## src/rtl/led_bank_arbiter_pkg.sv

```systemverilog
// Shared types and helpers for the LED bank arbiter: FSM encoding, hold-counter
// width, slice length and pin polarity.
package led_pkg;

  typedef enum logic [1:0] {
    IDLE = 2'd0,
    HOLD = 2'd1,
    GAP  = 2'd2
  } led_state_e;

  localparam int HOLD_CW = 32;

  function automatic logic [HOLD_CW-1:0] hold_cycles(input int unsigned clk_freq,
                                                     input int unsigned ms);
    return HOLD_CW'(clk_freq / 1000 * ms);
  endfunction

  // lit = 1 means the LED should glow; on_mode is the pin level that lights it
  function automatic logic led_pin(input logic lit, input logic on_mode);
    return on_mode ? lit : ~lit;
  endfunction

endpackage

```

## src/rtl/led_bank_arbiter_if.sv

```systemverilog
// Request/pattern/grant/pin bundle between the pattern generators and the
// LED bank arbiter.
interface led_bank_arbiter_if #(
  parameter int REQ_NUM = 4,
  parameter int LED_NUM = 8
);
  logic [REQ_NUM-1:0]         req_i;
  logic [REQ_NUM*LED_NUM-1:0] pat_i;
  logic [REQ_NUM-1:0]         gnt_o;
  logic                       busy_o;
  logic                       done_o;
  logic [LED_NUM-1:0]         led_o;

  modport master (
    output req_i, pat_i,
    input  gnt_o, busy_o, done_o, led_o
  );

  modport slave (
    input  req_i, pat_i,
    output gnt_o, busy_o, done_o, led_o
  );
endinterface

```

## src/rtl/led_bank_arbiter_rr_pick.sv

```systemverilog
// Combinational round-robin picker: first asserted request at or after ptr,
// wrapping modulo REQ_NUM.
module led_rr_pick #(
  parameter int REQ_NUM = 4
) (
  input  logic [REQ_NUM-1:0]         req,
  input  logic [$clog2(REQ_NUM)-1:0] ptr,
  output logic [REQ_NUM-1:0]         gnt,
  output logic                       valid
);

  always_comb begin
    int unsigned idx;
    gnt   = '0;
    valid = 1'b0;
    idx   = 0;
    for (int unsigned i = 0; i < REQ_NUM; i++) begin
      idx = (int'(ptr) + i) % REQ_NUM;
      if (!valid && req[idx]) begin
        gnt[idx] = 1'b1;
        valid    = 1'b1;
      end
    end
  end

endmodule

```

## src/rtl/led_bank_arbiter.sv

```systemverilog
// Round-robin owner of a shared LED bank with a minimum hold slice and a dark
// gap between owners. Optional LED_ARB_PREEMPT_EN makes requester 0 preemptive.
module led_bank_arbiter
  import led_pkg::*;
#(
  parameter int   REQ_NUM     = 4,
  parameter int   LED_NUM     = 8,
  parameter logic LED_ON_MODE = 1'b0,
  parameter int   CLK_FREQ    = 50_000_000,
  parameter int   HOLD_MS     = 500
) (
  input logic               clk,
  input logic               rst,
  led_bank_arbiter_if.slave bus
);

  localparam int PW = $clog2(REQ_NUM);
  localparam logic [HOLD_CW-1:0] HOLD_CNT_MAX = hold_cycles(CLK_FREQ, HOLD_MS);
  localparam logic [HOLD_CW-1:0] HOLD_LAST    = HOLD_CNT_MAX - HOLD_CW'(1);

  led_state_e           state_q, state_d;
  logic [PW-1:0]        ptr_q, ptr_d;
  logic [PW-1:0]        owner_q, owner_d;
  logic [REQ_NUM-1:0]   gnt_q, gnt_d;
  logic [HOLD_CW-1:0]   hold_q, hold_d;
  logic [LED_NUM-1:0]   led_q, led_d;

  logic [REQ_NUM-1:0]   pick_gnt;
  logic                 pick_valid;
  logic [PW-1:0]        pick_idx;
  logic [REQ_NUM-1:0]   win_gnt;
  logic [PW-1:0]        win_idx;
  logic                 preempt;
  logic                 slice_end;
  logic                 release_now;

  led_rr_pick #(.REQ_NUM(REQ_NUM)) u_pick (
    .req   (bus.req_i),
    .ptr   (ptr_q),
    .gnt   (pick_gnt),
    .valid (pick_valid)
  );

  always_comb begin
    pick_idx = '0;
    for (int unsigned i = 0; i < REQ_NUM; i++) begin
      if (pick_gnt[i]) pick_idx = PW'(i);
    end
  end

`ifdef LED_ARB_PREEMPT_EN
  // requester 0 overrides the rotation both at arbitration and mid-slice
  always_comb begin
    win_gnt = pick_gnt;
    win_idx = pick_idx;
    if (bus.req_i[0]) begin
      win_gnt = REQ_NUM'(1);
      win_idx = '0;
    end
  end
  assign preempt = bus.req_i[0] && (owner_q != '0);
`else
  assign win_gnt = pick_gnt;
  assign win_idx = pick_idx;
  assign preempt = 1'b0;
`endif

  assign slice_end   = (hold_q == HOLD_LAST);
  assign release_now = !bus.req_i[owner_q]
                     || (slice_end && |(bus.req_i & ~gnt_q))
                     || preempt;

  always_comb begin
    state_d = state_q;
    ptr_d   = ptr_q;
    owner_d = owner_q;
    gnt_d   = gnt_q;
    hold_d  = hold_q;
    led_d   = led_q;
    unique case (state_q)
      IDLE: begin
        led_d = '0;
        if (pick_valid) begin
          gnt_d   = win_gnt;
          owner_d = win_idx;
          hold_d  = '0;
          state_d = HOLD;
        end
      end
      HOLD: begin
        led_d  = bus.pat_i[int'(owner_q)*LED_NUM +: LED_NUM];
        hold_d = hold_q + HOLD_CW'(1);
        if (release_now) begin
          gnt_d   = '0;
          led_d   = '0;
          state_d = GAP;
        end else if (slice_end) begin
          hold_d = '0;
        end
      end
      GAP: begin
        ptr_d   = (owner_q == PW'(REQ_NUM - 1)) ? '0 : owner_q + PW'(1);
        state_d = IDLE;
      end
      default: state_d = IDLE;
    endcase
  end

  always_ff @(posedge clk or posedge rst) begin
    if (rst) begin
      state_q <= IDLE;
      ptr_q   <= '0;
      owner_q <= '0;
      gnt_q   <= '0;
      hold_q  <= '0;
      led_q   <= '0;
    end else begin
      state_q <= state_d;
      ptr_q   <= ptr_d;
      owner_q <= owner_d;
      gnt_q   <= gnt_d;
      hold_q  <= hold_d;
      led_q   <= led_d;
    end
  end

  assign bus.gnt_o  = gnt_q;
  assign bus.busy_o = |gnt_q;
  assign bus.done_o = (state_q == GAP);

  always_comb begin
    for (int unsigned i = 0; i < LED_NUM; i++) begin
      bus.led_o[i] = led_pin(led_q[i], LED_ON_MODE);
    end
  end

endmodule

```

## src/flat_wrapper.sv

```systemverilog
// flat-port wrapper written by rule: the top's interface ports become plain ports
module led_bank_arbiter_flat import led_pkg::*;
#(
  parameter int   REQ_NUM     = 4,
  parameter int   LED_NUM     = 8,
  parameter logic LED_ON_MODE = 1'b0,
  parameter int   CLK_FREQ    = 50_000_000,
  parameter int   HOLD_MS     = 500
)
  (clk, rst, bus_req_i, bus_pat_i, bus_gnt_o, bus_busy_o, bus_done_o, bus_led_o);
  led_bank_arbiter_if #(.REQ_NUM(REQ_NUM), .LED_NUM(LED_NUM)) bus_i ();
  input logic clk;
  input logic rst;
  input wire logic [$bits(bus_i.req_i)-1:0] bus_req_i;
  input wire logic [$bits(bus_i.pat_i)-1:0] bus_pat_i;
  output wire logic [$bits(bus_i.gnt_o)-1:0] bus_gnt_o;
  output wire logic [$bits(bus_i.busy_o)-1:0] bus_busy_o;
  output wire logic [$bits(bus_i.done_o)-1:0] bus_done_o;
  output wire logic [$bits(bus_i.led_o)-1:0] bus_led_o;
  assign bus_i.req_i = bus_req_i;
  assign bus_i.pat_i = bus_pat_i;
  assign bus_gnt_o = bus_i.gnt_o;
  assign bus_busy_o = bus_i.busy_o;
  assign bus_done_o = bus_i.done_o;
  assign bus_led_o = bus_i.led_o;
  led_bank_arbiter #(.REQ_NUM(REQ_NUM), .LED_NUM(LED_NUM), .LED_ON_MODE(LED_ON_MODE), .CLK_FREQ(CLK_FREQ), .HOLD_MS(HOLD_MS)) u_core (.clk(clk), .rst(rst), .bus(bus_i));
endmodule
```

## config.mk

```make
export PLATFORM = sky130hd
export DESIGN_NAME = led_bank_arbiter_flat
export DESIGN_NICKNAME = d
export VERILOG_FILES = /design/src/rtl/led_bank_arbiter_pkg.sv /design/src/rtl/led_bank_arbiter_if.sv /design/src/rtl/led_bank_arbiter_rr_pick.sv /design/src/rtl/led_bank_arbiter.sv /design/src/flat_wrapper.sv
export SDC_FILE = /design/constraint.sdc
export NUM_CORES = 1
export LEC_CHECK = 0
export CAP_MARGIN = 10
export CORE_MARGIN = 1
export CORE_UTILIZATION = 50
export CTS_BUF_LIST = sky130_fd_sc_hd__clkbuf_4 sky130_fd_sc_hd__clkbuf_8
export DETAILED_ROUTE_END_ITERATION = 16
export PLACE_DENSITY = 0.86
export RECOVER_POWER = 25
export SLEW_MARGIN = 30
export SYNTH_ARGS = -nofsm -noshare
export SYNTH_HDL_FRONTEND = slang
export SYNTH_SLANG_ARGS = --single-unit
```

## constraint.sdc

```tcl
create_clock -name clk -period 3.1 [get_ports clk]
set_input_delay 0.775 -clock clk [delete_from_list [all_inputs] [get_ports clk]]
set_output_delay 0.775 -clock clk [all_outputs]
set_load 0.03 [all_outputs]
```

==> out/metrics.cfg, run 1 <==
[sta]
finalSetupViolations = 0
slew_headroom = 0.181
setup_ws_ns = 0.281
timing.hold.ws_ns = 0.486
fin_crit_sh = 0.909
grt_setup_unrepaired = false
finalMaxSlewViolations = 0
final_hold_viol_count = 0
fmax_mhz = 355
final.setup_skew_ns = 0.00880
worst_slew_pin_slew_ns = 1.23
period_minus_slack_ns = 2.82
setup_tns_ns = 0

[logic_synthesis]
yosys_warnings = 0
synth_cell_type_count = 54
ys_top_cells_by_area = dfrtp_1 38%, mux4_2 7.5%, nand2_1 5.1%, nand3_1 4.7%, mux2i_1 4.3%
synth_seq_cells = 50
postSynthCellCount = 367
synth-main-ff-cell = dfrtp_1
syn_area_sq_um = 3290
async_reset_ff_frac = 1.00
synth_top_area_share = 0.380
syn_nets = 413
synth_edf_count = 0
avgSynthCellArea_sq_um = 8.97
synth_seq_area_share = 0.380
synth_top_area_cell = dfrtp_1

[flow_run]
drv_cap = 0

[global_routing]
grt_pass1_wl_um = 13200
grt-ovfl-total = 0
grt.total_usage = 0.234
grt_pass1_vias = 2903
grt_start_max_net_pins = 51
antenna_found_initial = 0

[cts]
cts_buffer_depth = 2
cts_tree = built
cts_buffers = 5
hold_buffers = 0
clock-root-buffer = clkbuf_8
post_cts_buffers = 0
cts_resized = 0
path_clk_slew_ns = 0.09
insertion_delay_ns = 0.31
clock_sinks = 50
cts_max_level = 2

[floorplan]
die_area_sq_um = 6910
num_io_pins = 52
design.core.area_sq_um = 6350
die_h_um = 83.1
die_w_um = 83.1
start_util = 0.518
num_rows = 29

[setup_path]
endpoint = bus_done_o
crit_path_start = u_core.state_q[1]
required_ns = 2.32
crit_cells = 2
ff2ff_setup_slack_ns = 0.32
worstSetupPathType = reg2out
path_cells = nor2b_1 > clkdlybuf4s50_1
max_stage_delay_ns = 0.75
cp.buffers_inverters = 1
cp-start-kind = register
crit_path_top_delay_cell = clkdlybuf4s50_1
r2r_start = u_core.ptr_q[1]
reg2reg_to = u_core.bus.gnt_o[2]
cp_max_fo = 14
reg2reg_depth = 7
endpoint_kind = output port
critPathTopFamily = buffers and inverters
cp.arrival_ns = 2.04

[cells_and_area]
final_cell_mix = 50 x clkdlybuf4s50_1, 50 x dfrtp_1, 45 x nand2_1, 31 x nand3_1, 30 x inv_1
drive_gt1_frac = 0.100
area_delta_synth_final_pct = 21.7
diodes = 0
fin_nets = 465

[power_and_ir_drop]
peakVddDrop_uv = 497
powerDensity_nw_per_um2 = 743
finalPower_w = 0.00298
p_leak_nw = 1.70

[placement]
numPortBuffers = 51
dpl.hpwl_um = 5950
gp_congestion = 0.872
dp_slack_ns = 0.201

[drt]
highest_layer = met4
avgRoutedWirePerCell_um = 15.7
drc = 0
met2WireLength_um = 4040
drtIter0Drc = 165
vias_per_cell = 5.89
vias = 2923
drt-total-wl_um = 7790
drt-pass1-iter-count = 4
drt-met1-wl_um = 3430
drtAntennaViolNets = 0
route.met3.wl_um = 223

[worst_hold_path]
hp-class = reg2reg

[outcome]
outcome = finished clean

==> synth_stat cells (2+ instances only) <==
cell,count
nand2_1,45
xnor2_1,3
nor2_1,22
and4_1,6
xor2_1,4
ha_1,8
clkbuf_1,9
dfrtp_1,50
a21o_1,9
nor4b_1,2
nor2b_1,3
nand2b_1,4
a22o_1,3
o311ai_0,2
nand3_1,31
nor3_1,12
a221oi_1,2
o2bb2ai_1,2
inv_1,31
nor4_1,3
mux4_2,11
buf_1,3
and3_1,2
o21ai_0,25
and2_1,4
buf_2,5
or3_1,7
mux2i_1,14
mux2_2,2
nand4_1,6
a21oi_1,13
a2bb2oi_1,2
==> worst register-to-register path, cell delays in order, from the launching register on <==
cell       delay, ns
dfrtp_1         0.60
inv_1           0.15
ha_1            0.47
mux4_2          0.60
a221oi_1        0.31
a2bb2oi_1       0.27
inv_1           0.09
a22o_1          0.18
==> worst min-delay path by stage <==
stage / startpoint / to / cells after the start
floorplan: u_core.led_q[2] / u_core.led_q[2] / 2
global placement: u_core.led_q[3] / u_core.led_q[3] / 2
finish: u_core.led_q[5] / u_core.led_q[5] / 2
detailed placement: u_core.led_q[5] / u_core.led_q[5] / 2
global route: u_core.led_q[1] / u_core.led_q[1] / 2
CTS: u_core.led_q[5] / u_core.led_q[5] / 2
==> metrics by stage <==
step,instance area (sq um),instances,util
2_1_floorplan,3290,367,-
3_3_place_gp,3930,489,0.618
3_5_place_dp,3930,489,0.618
4_1_cts,4010,496,0.631
5_1_grt,4010,496,0.631
6_report,4010,496,0.631
==> final cells by class <==
cell class	count	area, sq um
timing repair buffer	63	611
sequential	50	1250
fill	519	2340
inverter	31	116
multi-input combinational	268	1850
tap	77	96.3
clock buffer	5	68.8
clock inverter	2	13.8
==> registers in the layout, summed over array words and instances, names as in the netlist <==
name and flops:
u_core.owner_q 2, u_core.ptr_q 2, u_core.hold_q 32, u_core.led_q 8, u_core.bus.gnt_o 4, u_core.state_q 2
==> where the power goes <==
part	internal, W	switching, W
registers	0.000778	0.000155
clock network	0.000156	0.000217
logic	0.000739	0.000932
total	0.00167	0.00130
==> routing by layer <==
layer | vias up | global-route usage
met5 | - | 0
met4 | 0 | 0.0721
met3 | 11 | 0.0258
met2 | 60 | 0.423
met1 | 1433 | 0.292
li1 | 1419 | -
==> logic make-up after synthesis <==
| kind of cell | share of synthesized area |
|---|---|
| buffers and inverters | 0.0581 |
| AOI/OAI and AO/OA | 0.136 |
| xor gates and xnor gates | 0.0186 |
| DFF | 0.380 |
| and+or+nand+nor | 0.252 |
| adders and majority gates | 0.0304 |
| muxes | 0.125 |
(Power assumes the default switching activity.)
==> inputs of run 2 (changes only) <==
--- a/config.mk
+++ b/config.mk
@@ -7,10 +7,10 @@
 export LEC_CHECK = 0
 export CAP_MARGIN = 10
 export CORE_MARGIN = 1
-export CORE_UTILIZATION = 50
+export CORE_UTILIZATION = 48
 export CTS_BUF_LIST = sky130_fd_sc_hd__clkbuf_4 sky130_fd_sc_hd__clkbuf_8
 export DETAILED_ROUTE_END_ITERATION = 16
-export PLACE_DENSITY = 0.86
+export PLACE_DENSITY = 0.84
 export RECOVER_POWER = 25
 export SLEW_MARGIN = 30
 export SYNTH_ARGS = -nofsm -noshare
==> run 2 against run 1 <==
  * Critical path depth up 5
  * First-iteration DRC count up 49%
  * Clock power up 51%
  * Sequential power about the same
  * Register-to-register slack worse by 0.03 ns
  * Routed wire length up 2.1%
  * Die area up 4.1%
==> out/metrics.cfg, run 2 (synthesis gave the netlist of run 1 again) <==
[global_routing]
grt_start_max_net_pins = 51  ; unchanged
antenna_found_initial = 0  ; unchanged
grt_pass1_wl_um = 13100  ; was 13200 um
grt-ovfl-total = 0  ; unchanged
grt_pass1_vias = 2836  ; was 2903
grt.total_usage = 0.227  ; was 0.234

[setup_path]
worstSetupPathType = reg2reg  ; was reg2out
reg2reg_depth = 7  ; unchanged
endpoint = u_core.owner_q[0]  ; was bus_done_o
reg2reg_to = u_core.owner_q[0]  ; was u_core.bus.gnt_o[2]
r2r_start = u_core.ptr_q[1]  ; unchanged
endpoint_kind = register  ; was output port
ff2ff_setup_slack_ns = 0.29  ; was 0.32 ns
cp_max_fo = 10  ; was 14
required_ns = 3.30  ; was 2.32 ns
crit_path_start = u_core.ptr_q[1]  ; was u_core.state_q[1]
cp.arrival_ns = 3.01  ; was 2.04 ns
cp-start-kind = register  ; unchanged

[sta]
slew_headroom = 0.180  ; was 0.181
period_minus_slack_ns = 2.81  ; was 2.82 ns
fmax_mhz = 356  ; was 355 MHz
worst_slew_pin_slew_ns = 1.23  ; about the same
grt_setup_unrepaired = false  ; unchanged
finalMaxSlewViolations = 0  ; unchanged
final_hold_viol_count = 0  ; unchanged
fin_crit_sh = 0.907  ; was 0.909
timing.hold.ws_ns = 0.490  ; was 0.486 ns
finalSetupViolations = 0  ; unchanged
setup_tns_ns = 0  ; unchanged
final.setup_skew_ns = 0.0132  ; was 0.00880 ns
setup_ws_ns = 0.287  ; was 0.281 ns

[floorplan]
die_h_um = 84.8  ; was 83.1 um
num_rows = 29  ; unchanged
die_w_um = 84.8  ; was 83.1 um
start_util = 0.507  ; was 0.518
die_area_sq_um = 7190  ; was 6910 sq um
design.core.area_sq_um = 6490  ; was 6350 sq um
num_io_pins = 52  ; unchanged

[power_and_ir_drop]
finalPower_w = 0.00317  ; was 0.00298 W
p_leak_nw = 1.72  ; was 1.70 nW
powerDensity_nw_per_um2 = 780  ; was 743 nW/um^2
peakVddDrop_uv = 778  ; was 497 uV

[drt]
drt-total-wl_um = 7950  ; was 7790 um
vias_per_cell = 5.94  ; was 5.89
vias = 2942  ; was 2923
drc = 0  ; unchanged
avgRoutedWirePerCell_um = 16.1  ; was 15.7 um
drtAntennaViolNets = 0  ; unchanged
drtIter0Drc = 246  ; was 165
drt-pass1-iter-count = 4  ; unchanged

[cts]
cts_resized = 0  ; unchanged
clock_sinks = 50  ; unchanged
clock-root-buffer = clkbuf_8  ; unchanged
path_clk_slew_ns = 0.10  ; was 0.09 ns
cts_max_level = 2  ; unchanged
hold_buffers = 0  ; unchanged
cts_buffer_depth = 2  ; unchanged
post_cts_buffers = 0  ; unchanged
cts_tree = built  ; unchanged
cts_buffers = 5  ; unchanged
insertion_delay_ns = 0.31  ; about the same

[cells_and_area]
largest_reg_flops = 32  ; unchanged
fin_nets = 463  ; was 465
final_cell_mix = 50 x clkdlybuf4s50_1, 50 x dfrtp_1, 45 x nand2_1, 31 x nand3_1, 30 x inv_1  ; unchanged
diodes = 0  ; unchanged
final_area_sq_um = 4060  ; was 4010 sq um
max_flop_register = u_core.hold_q  ; unchanged
area_delta_synth_final_pct = 23.5  ; was 21.7%
drive_gt1_frac = 0.0981  ; was 0.100

[placement]
dp_slack_ns = 0.0900  ; was 0.201 ns
numPortBuffers = 51  ; unchanged
dpl.hpwl_um = 5850  ; was 5950 um
gp_congestion = 0.827  ; was 0.872
dpl-instance-area_sq_um = 3920  ; was 3930 sq um

[outcome]
outcome = finished clean  ; unchanged

[worst_hold_path]
hp-class = reg2reg  ; unchanged

[flow_run]
drv_cap = 0  ; unchanged

-- run 2: changes by cell type in the layout (fill, tap and decap cells not counted) --
cell	delta
bufinv_16	+2
clkinv_2	-1
clkbuf_8	+1
inv_6	-1
buf_4	-3
buf_12	+1
-- run 2: worst min-delay path by stage --
stage | from | end | slack, ns | cells after the start
after floorplan | u_core.led_q[2] | u_core.led_q[2] | 0.45 | 2
after global placement | u_core.led_q[5] | u_core.led_q[5] | 0.46 | 2
after detailed placement | u_core.led_q[3] | u_core.led_q[3] | 0.47 | 2
after CTS | u_core.led_q[2] | u_core.led_q[2] | 0.49 | 2
after global routing | u_core.led_q[2] | u_core.led_q[2] | 0.51 | 2
final | u_core.led_q[2] | u_core.led_q[2] | 0.49 | 2
-- run 2: metrics by stage --
step / util / instances
after floorplan: - / 367
after global placement: 0.604 / 487
after detailed placement: 0.604 / 487
after CTS: 0.626 / 495
after global routing: 0.626 / 495
final: 0.626 / 495
-- run 2: worst max-delay path, cell delays in order (launching register included) --
cell	delay, ns
dfrtp_1	0.61
inv_1	0.17
ha_1	0.46
mux4_2	0.60
a221oi_1	0.35
a2bb2oi_1	0.25
and2_1	0.18
o22ai_1	0.08
-- run 2: layer usage --
metal | routed length, um | vias up | GRT usage
li1 | - | 1418 | -
met1 | 3420 | 1440 | 0.286
met2 | 4130 | 72 | 0.407
met3 | 280 | 12 | 0.0311
met4 | 125 | 0 | 0.0709
met5 | 0 | - | 0
-- run 2: power by group --
part	total, W	switching, W	internal (W)
Clock	0.000564	0.000220	0.000344
Combinational	0.00167	0.000919	0.000754
Sequential	0.000933	0.000155	0.000778
-- run 2: cell type report --
type | count | area [sq um]
tap | 77 | 96.3
clock buffer | 6 | 82.6
multi-input combinational | 268 | 1850
clock inverter | 2 | 60.1
sequential | 50 | 1250
timing repair buffer | 61 | 608
fill | 528 | 2430
inverter | 31 | 116
==> inputs of run 3 (changes only) <==
--- a/config.mk
+++ b/config.mk
@@ -5,12 +5,13 @@
 export SDC_FILE = /design/constraint.sdc
 export NUM_CORES = 1
 export LEC_CHECK = 0
+export ABC_AREA = 0
 export CAP_MARGIN = 10
 export CORE_MARGIN = 1
-export CORE_UTILIZATION = 48
+export CORE_UTILIZATION = 56
 export CTS_BUF_LIST = sky130_fd_sc_hd__clkbuf_4 sky130_fd_sc_hd__clkbuf_8
 export DETAILED_ROUTE_END_ITERATION = 16
-export PLACE_DENSITY = 0.84
+export PLACE_DENSITY = 0.94
 export RECOVER_POWER = 25
 export SLEW_MARGIN = 30
 export SYNTH_ARGS = -nofsm -noshare
==> run 3 against run 2 <==
  * Via count grew 2.0%
  * Final cell count shrank 0.40%
  * Final area shrank 0.25%
  * Maximum frequency shrank 1.8%
  * Worst setup slack lost 0.051 ns
  * Sequential share of layout area grew 0.076 points
  * Global-route usage grew 4.7 points
  * Combinational power is essentially flat
  * Count of clock-buffer cells in the layout is the same
  * Sequential power shrank 2%
  * Largest cell class unchanged
==> out/metrics.cfg, run 3 (synthesis gave the netlist of run 1 again) <==
[outcome]
outcome = finished clean  ; unchanged

[floorplan]
num_rows = 27  ; was 29
die_h_um = 78.7  ; was 84.8 um
die_area_sq_um = 6190  ; was 7190 sq um
start_util = 0.591  ; was 0.507
design.core.area_sq_um = 5570  ; was 6490 sq um
num_io_pins = 52  ; unchanged
die_w_um = 78.7  ; was 84.8 um

[cts]
insertion_delay_ns = 0.31  ; about the same
clock-root-buffer = clkbuf_8  ; unchanged
path_clk_slew_ns = 0.09  ; was 0.10 ns
cts_buffers = 5  ; unchanged
hold_buffers = 0  ; unchanged
cts_tree = built  ; unchanged
post_cts_buffers = 0  ; unchanged
cts_resized = 0  ; unchanged
cts_max_level = 2  ; unchanged
cts_buffer_depth = 2  ; unchanged
clock_sinks = 50  ; unchanged

[sta]
setup_ws_ns = 0.236  ; was 0.287 ns
finalSetupViolations = 0  ; unchanged
worst_slew_pin_slew_ns = 0.969  ; was 1.23 ns
fmax_mhz = 349  ; was 356 MHz
grt_setup_unrepaired = false  ; unchanged
fin_crit_sh = 0.924  ; was 0.907
final.setup_skew_ns = 0.00988  ; was 0.0132 ns
finalMaxSlewViolations = 0  ; unchanged
final_hold_viol_count = 0  ; unchanged
slew_headroom = 0.353  ; was 0.180
period_minus_slack_ns = 2.86  ; was 2.81 ns
setup_tns_ns = 0  ; unchanged

[drt]
avgRoutedWirePerCell_um = 16.1  ; about the same
drtAntennaViolNets = 0  ; unchanged
vias = 3001  ; was 2942
drt-total-wl_um = 7950  ; about the same
drc = 0  ; unchanged
vias_per_cell = 6.09  ; was 5.94
drtIter0Drc = 239  ; was 246
drt-pass1-iter-count = 5  ; was 4

[global_routing]
grt-ovfl-total = 0  ; unchanged
grt_pass1_vias = 2897  ; was 2836
grt.total_usage = 0.274  ; was 0.227
grt_start_max_net_pins = 29  ; was 51
antenna_found_initial = 0  ; unchanged
grt_pass1_wl_um = 13300  ; was 13100 um

[placement]
dp_cells = 485  ; was 487
numPortBuffers = 51  ; unchanged
gp_congestion = 0.925  ; was 0.827
dpl.hpwl_um = 5880  ; was 5850 um
dp_slack_ns = 0.113  ; was 0.0900 ns

[cells_and_area]
area_delta_synth_final_pct = 23.1  ; was 23.5%
largest_reg_flops = 32  ; unchanged
drive_gt1_frac = 0.105  ; was 0.0981
final_cells = 493  ; was 495
diodes = 0  ; unchanged
final_cell_mix = 50 x clkdlybuf4s50_1, 50 x dfrtp_1, 45 x nand2_1, 31 x inv_1, 31 x nand3_1  ; was 50 x clkdlybuf4s50_1, 50 x dfrtp_1, 45 x nand2_1, 31 x nand3_1, 30 x inv_1
fin_nets = 466  ; was 463
multi_input_area_sq_um = 1850  ; unchanged
fillers = 364  ; was 528
register_area_sq_um = 1250  ; unchanged
max_flop_register = u_core.hold_q  ; unchanged

[power_and_ir_drop]
p_leak_nw = 1.72  ; about the same
powerDensity_nw_per_um2 = 763  ; was 780 nW/um^2
peakVddDrop_uv = 423  ; was 778 uV

[flow_run]
drv_cap = 0  ; unchanged

[setup_path]
cp.arrival_ns = 2.09  ; was 3.01 ns
required_ns = 2.32  ; was 3.30 ns
cp-start-kind = register  ; unchanged
endpoint_kind = output port  ; was register
crit_path_top_delay_cell = clkdlybuf4s50_1  ; was dfrtp_1
cp_max_fo = 14  ; was 10
path_cells = nor2b_1 > clkdlybuf4s50_1  ; was inv_1 > ha_1 > mux4_2 > a221oi_1 > a2bb2oi_1 > and2_1 > o22ai_1
max_stage_delay_ns = 0.75  ; was 0.61 ns
worstSetupPathType = reg2out  ; was reg2reg

[worst_hold_path]
hp-class = reg2reg  ; unchanged

run 3: cell count changes in the layout (fill, tap and decap cells not counted), sizes merged:
cell | before | now
buf | 9 | 13
clkbuf | 7 | 6
clkinv | 1 | 0
bufinv | 2 | 1
inv | 30 | 31
clkinvlp | 0 | 1
run 3: layout make-up:
class                           count  area share
Inverter                           31      0.0287
Multi-Input combinational cell    268       0.456
Sequential cell                    50       0.309
Tap cell                           72      0.0222
Timing Repair Buffer               64       0.156
Clock buffer                        6      0.0188
Clock inverter                      2     0.00926
run 3: worst max-delay path: cells and delay by family (launching register included):
kind | cells | cell delay (ns)
buffers and inverters | 1 | 0.75
flip-flops | 1 | 0.61
AND/OR/NAND/NOR | 1 | 0.42
run 3: power by group:
| group | internal, W | total, W | switching [W] |
|---|---|---|---|
| Combinational | 0.000745 | 0.00170 | 0.000953 |
| Clock | 0.000250 | 0.000476 | 0.000226 |
| Sequential | 0.000778 | 0.000919 | 0.000141 |
| Total | 0.00177 | 0.00309 | 0.00132 |
run 3: worst paths after layout:
kind	slack (ns)	startpoint	endpoint	cells past startpoint
worst min register to register	0.50	u_core.led_q[1]	u_core.led_q[1]	2
max in group asynchronous	1.32	rst	u_core.hold_q[14]	3
worst max-delay path	0.24	u_core.state_q[1]	bus_done_o	2
worst min-delay path	0.50	u_core.led_q[1]	u_core.led_q[1]	2
min in group asynchronous	1.12	rst	u_core.led_q[5]	2
worst max register to register	0.59	u_core.ptr_q[0]	u_core.owner_q[0]	7
run 3: layer usage:
layer  share of wire  GRT usage  routed length, um  vias up
li1                -          -                  -     1422
met1            0.42      0.361               3360     1451
met2            0.51      0.461               4040      113
met3           0.055     0.0465                434       15
met4           0.014     0.0833                112        0
met5               0          0                  0        -
run 3: through the flow:
stage / hold WS [ns] / utilization / power [W] / cell area (sq um)
2_1_floorplan: 0.450 / - / 0.00207 / 3290
3_3_place_gp: 0.466 / 0.707 / 0.00254 / 3940
3_5_place_dp: 0.479 / 0.707 / 0.00261 / 3940
4_1_cts: 0.502 / 0.727 / 0.00308 / 4050
5_1_grt: 0.519 / 0.727 / 0.00327 / 4050
6_report: 0.502 / 0.727 / 0.00309 / 4050
